==> src/rtl/tdm_pkg.sv <==
// Shared definitions for the TDM select sequencer: state encodings, default
// channel count and the select-width helper.
package tdm_pkg;

    typedef enum logic [1:0] {
        ST_IDLE  = 2'd0,
        ST_SHIFT = 2'd1,
        ST_PAR   = 2'd2
    } state_t;

    localparam int DEFAULT_N = 4;

    // At least one bit so N=1 still yields a legal vector.
    function automatic int sel_width(input int n);
        int w;
        for (w = 1; (1 << w) < n; w++) begin
        end
        return w;
    endfunction

endpackage

==> src/rtl/tdm_sel_cnt.sv <==
// Mod-N channel select counter: clr forces 0, en steps and wraps after N-1.
module tdm_sel_cnt #(
    parameter int N = 4,
    parameter int W = 2
) (
    input  logic         clk,
    input  logic         rst_n,
    input  logic         clr,
    input  logic         en,
    output logic [W-1:0] cnt,
    output logic         last
);

    assign last = (cnt == W'(N - 1));

    always_ff @(posedge clk or negedge rst_n) begin
        if (!rst_n) begin
            cnt <= '0;
        end else if (clr) begin
            cnt <= '0;
        end else if (en) begin
            cnt <= last ? '0 : cnt + W'(1);
        end
    end

endmodule

==> src/rtl/tdm_mux_seq.sv <==
// Time-division select sequencer: captures an N-bit word and serialises it one
// bit per clock with select/frame markers. Define TDM_PARITY_EN to append an
// even-parity bit after bit N-1 of every frame.
module tdm_mux_seq
    import tdm_pkg::*;
#(
    parameter  int N     = DEFAULT_N,
    localparam int SEL_W = sel_width(N)
) (
    input  logic             clk,
    input  logic             rst_n,
    input  logic [N-1:0]     in_data,
    input  logic             in_valid,
    output logic             in_ready,
    output logic [SEL_W-1:0] sel,
    output logic             ser_out,
    output logic             ser_valid,
    output logic             frame_start
);

    state_t             state;
    logic [N-1:0]       word;
    logic               sel_last;
    logic               accept;
    logic               cnt_en;
    logic [SEL_W-1:0]   nxt_sel;

    // Ready only when the current frame ends this cycle, so a new word can follow with no gap.
    always_comb begin
        in_ready = 1'b1;
        case (state)
            ST_IDLE:  in_ready = 1'b1;
`ifdef TDM_PARITY_EN
            ST_SHIFT: in_ready = 1'b0;
`else
            ST_SHIFT: in_ready = sel_last;
`endif
            default:  in_ready = 1'b1;
        endcase
    end

    assign accept  = in_valid && in_ready;
    assign cnt_en  = (state == ST_SHIFT) && !sel_last;
    assign nxt_sel = sel + SEL_W'(1);

    tdm_sel_cnt #(
        .N (N),
        .W (SEL_W)
    ) u_sel_cnt (
        .clk   (clk),
        .rst_n (rst_n),
        .clr   (accept),
        .en    (cnt_en),
        .cnt   (sel),
        .last  (sel_last)
    );

    always_ff @(posedge clk or negedge rst_n) begin
        if (!rst_n) begin
            state       <= ST_IDLE;
            word        <= '0;
            ser_out     <= 1'b0;
            ser_valid   <= 1'b0;
            frame_start <= 1'b0;
        end else begin
            frame_start <= 1'b0;
            if (accept) begin
                word        <= in_data;
                state       <= ST_SHIFT;
                ser_out     <= in_data[0];
                ser_valid   <= 1'b1;
                frame_start <= 1'b1;
            end else begin
                case (state)
                    ST_SHIFT: begin
                        if (!sel_last) begin
                            ser_out <= word[nxt_sel];
                        end else begin
`ifdef TDM_PARITY_EN
                            state   <= ST_PAR;
                            ser_out <= ^word;
`else
                            state     <= ST_IDLE;
                            ser_valid <= 1'b0;
`endif
                        end
                    end
`ifdef TDM_PARITY_EN
                    ST_PAR: begin
                        state     <= ST_IDLE;
                        ser_valid <= 1'b0;
                    end
`endif
                    default: begin
                        ser_valid <= 1'b0;
                    end
                endcase
            end
        end
    end

endmodule

==> config.mk <==
export PLATFORM = sky130hd
export DESIGN_NAME = tdm_mux_seq
export DESIGN_NICKNAME = d
export VERILOG_FILES = /design/src/rtl/tdm_pkg.sv /design/src/rtl/tdm_sel_cnt.sv /design/src/rtl/tdm_mux_seq.sv
export SDC_FILE = /design/constraint.sdc
export NUM_CORES = 1
export LEC_CHECK = 0
export BUFFER_PORTS_ARGS = -buffer_cell sky130_fd_sc_hd__buf_4
export CORE_AREA = 2 2 39 41
export DETAILED_ROUTE_END_ITERATION = 16
export DIE_AREA = 0 0 41 43
export HOLD_SLACK_MARGIN = 0.1
export PLACE_DENSITY = 0.52
export SETUP_SLACK_MARGIN = 0.1
export SLEW_MARGIN = 30
export SYNTH_ARGS = -nofsm -noshare
export SYNTH_HDL_FRONTEND = slang
export SYNTH_SLANG_ARGS = --single-unit
==> constraint.sdc <==
create_clock -name clk -period 1.5 [get_ports clk]
set_input_delay 0 -clock clk [delete_from_list [all_inputs] [get_ports clk]]
set_output_delay 0 -clock clk [all_outputs]
set_load 0.01 [all_outputs]
==> flow_summary.json <==
{
  "outcome": "finished, final reports clean",
  "min_path_cells": 2,
  "critPathTopFamily": "flip-flops",
  "path_buf_inv": 1,
  "p_leak_nw": 0.3479,
  "synthXorXnorAreaFrac_pct": 0,
  "fin_tns_setup_ps": 0,
  "grtUsageTotal_pct": 13.34,
  "synth-seq-cells": 10,
  "slowest_stage": "dfrtp_2",
  "fin_skew_ps": 7.901,
  "fin_crit_sh_pct": 89.45,
  "start_util_pct": 30.56,
  "power_density_nw_per_um2": 2015,
  "ff2ff_path_depth": 5,
  "required_ps": 1640,
  "yosys_warnings": 0,
  "clock_sinks": 10,
  "synth_cell_types": 14,
  "rows": 14,
  "die_area_sq_um": 1763,
  "synth_top_family_by_area": "multiplexers",
  "synth-simple-area-share_pct": 13.61,
  "ys_top_cells_by_area": "dfrtp_1, mux2_1, mux2_2",
  "hold_path.class": "reg2reg",
  "clockBufferDepth": 2,
  "clockPowerShare_pct": 13.2,
  "p_comb_share_pct": 52.3,
  "slew_violations": 0,
  "die_width_microns": 41,
  "grt-ovfl-total": 0,
  "synth_area_per_cell_sq_um": 14.10,
  "synthAdderAreaFrac_pct": 2.959,
  "finalSetupViolCount": 0,
  "holdWs_ps": 479.4,
  "grt_pass1_vias": 383,
  "vias_per_cell": 4.360,
  "via_count": 327,
  "max_slew.worst_pin.slew_ps": 256.7,
  "cts_made_buffers": 3,
  "maxCapViolCount": 0,
  "path_depth": 5,
  "arrival_ps": 1480,
  "vdd_drop_max_v": 0.0007384,
  "root_buffer": "clkbuf_4",
  "yosysTopAreaCell": "dfrtp_1",
  "r2r-start": "u_sel_cnt.cnt[0]",
  "cts_tree": "built",
  "antenna_found_initial": 0,
  "drc": 0,
  "area_growth_pct": 66.27,
  "utilization_pct": 50.81,
  "cts.clk_slew.worst_paths_ps": 70,
  "ios": 13,
  "crit_end": "word[3]",
  "r2r-end": "word[3]",
  "cp_slowest_stage_delay_ps": 440,
  "diodes": 0,
  "mostFrequentLayoutCell": "buf_4",
  "rsz0062_at_grt": "false",
  "ant_nets": 0,
  "crit_fanout": 6,
  "drive_above_1_share_pct": 49.15,
  "grt_pass1_wl_microns": 1545,
  "routedWlPerCell_microns": 11.11,
  "seq_area_frac_synth_pct": 59.17,
  "cp-startpoint": "u_sel_cnt.cnt[0]",
  "die_h_microns": 43,
  "synth_mux_area_share_pct": 20.71,
  "path_class": "reg2reg",
  "synth_cells": 30,
  "drt_iter0_markers": 5,
  "r2r_slack_ps": 160,
  "worst_setup_path_end_kind": "register",
  "hold_violations": 0,
  "gp_congestion": 0.6828,
  "slew_headroom_pct": 82.83,
  "path_cells": "ha_4 -> nor2b_4 -> inv_4 -> nand2_8 -> mux2_2",
  "core_sq_um": 1384,
  "hpwl_microns": 580.9,
  "clock_latency_ps": 260,
  "io_buffers": 12,
  "power_frac_seq_pct": 34.5,
  "period_minus_slack_ps": 1342,
  "wirelength_microns": 833,
  "swShare_pct": 32.83,
  "ctsHtreeMaxLevel": 1,
  "synth_top_area_share_pct": 59.17,
  "syn_area_sq_um": 422.9,
  "dr.pass1.iters": 3,
  "nNetsFinal": 68,
  "final_cell_mix": "buf_4, dfrtp_1, dlygate4sd3_1",
  "nFillCells": 124,
  "fmax_mhz": 745.3,
  "synth-compound-area-share_pct": 1.183,
  "power_switching_mw": 0.4651,
  "syn-num-nets": 38,
  "p_int_mw": 0.9516,
  "grt_max_degree": 7,
  "setup.worst_path.start_class": "register"
}
[synthesized netlist by cell type]
| cell | count |
|---|---|
| inv_4 | 1 |
| dfrtp_1 | 10 |
| nand2b_1 | 1 |
| nand2_4 | 1 |
| ha_1 | 1 |
| nor2b_4 | 1 |
| mux2i_1 | 2 |
| inv_1 | 1 |
| mux2_2 | 2 |
| o21ai_1 | 1 |
| mux2_1 | 2 |
| nand3b_1 | 1 |
| mux4_2 | 1 |
| nand2_1 | 5 |
[metal layers]
| layer | up-vias | GRT usage, % | routed length (microns) |
|---|---|---|---|
| li1 | 161 | - | - |
| met1 | 159 | 14.48 | 356 |
| met2 | 7 | 20.94 | 443 |
| met3 | 0 | 4.712 | 32 |
| met4 | 0 | 8.000 | 0 |
| met5 | - | 0 | 0 |
[tightest hold or removal path: stages (launching register included)]
cell and delay, ps:
dfrtp_1 350, nand2_1 50, nand2_1 50
[metrics by stage]
| step | instances | instance area [sq um] | worst slack (ps) | total power [mW] |
|---|---|---|---|---|
| after global routing | 75 | 703.2 | 101.9 | 1.546 |
| final | 75 | 703.2 | 158.2 | 1.417 |
| after detailed placement | 59 | 554.3 | 123.4 | 1.110 |
| after global placement | 59 | 554.3 | 135.3 | 1.102 |
| after CTS | 71 | 660.6 | 101.8 | 1.329 |
| after floorplan | 30 | 436.7 | 112.7 | 0.8754 |
[power groups by stage]
stage | sequential [mW] | combinational (mW) | clock [mW]
4_1_cts | 0.498 | 0.632 | 0.199
6_report | 0.488 | 0.741 | 0.187
3_5_place_dp | 0.503 | 0.607 | 0
3_3_place_gp | 0.495 | 0.606 | 0
2_1_floorplan | 0.513 | 0.362 | 0
5_1_grt | 0.504 | 0.823 | 0.219
[worst min-delay path by stage]
| stage | startpoint | slack [ps] | to |
|---|---|---|---|
| 4_1_cts | ser_valid | 480 | ser_valid |
| 5_1_grt | ser_valid | 500 | ser_valid |
| 6_report | ser_valid | 480 | ser_valid |
| 2_1_floorplan | rst_n | -300 | frame_start |
| 3_3_place_gp | rst_n | -170 | frame_start |
| 3_5_place_dp | rst_n | -160 | frame_start |
[registers in the layout, summed over array words and instances, names as in the netlist]
register       count
word               4
ser_valid          1
state              1
frame_start        1
u_sel_cnt.cnt      2
ser_out            1
[repair_timing]
action	CTS	global route
hold buffers	8	0
resized for setup	0	2
endpoints found under the setup margin	0	4
hold endpoints to repair	20	0
setup buffers	0	4
[cell families (layout without fill, tap and decap cells)]
logic type	Yosys count	count (layout)
compound gates	1	1
fa+ha+maj	1	1
buf+inv	2	31
flops	10	10
mux	7	7
simple gates	9	9
[layout make-up]
type                            instances  area (sq um)  share of cell area, %
Timing Repair Buffer                   25         207.7                  29.54
Clock buffer                            4         26.28                  3.737
Tap cell                               16         20.02                  2.847
Sequential cell                        10         251.5                  35.77
Inverter                                2         10.01                  1.423
Multi-Input combinational cell         18         187.7                  26.69
(Power assumes the default switching activity.)
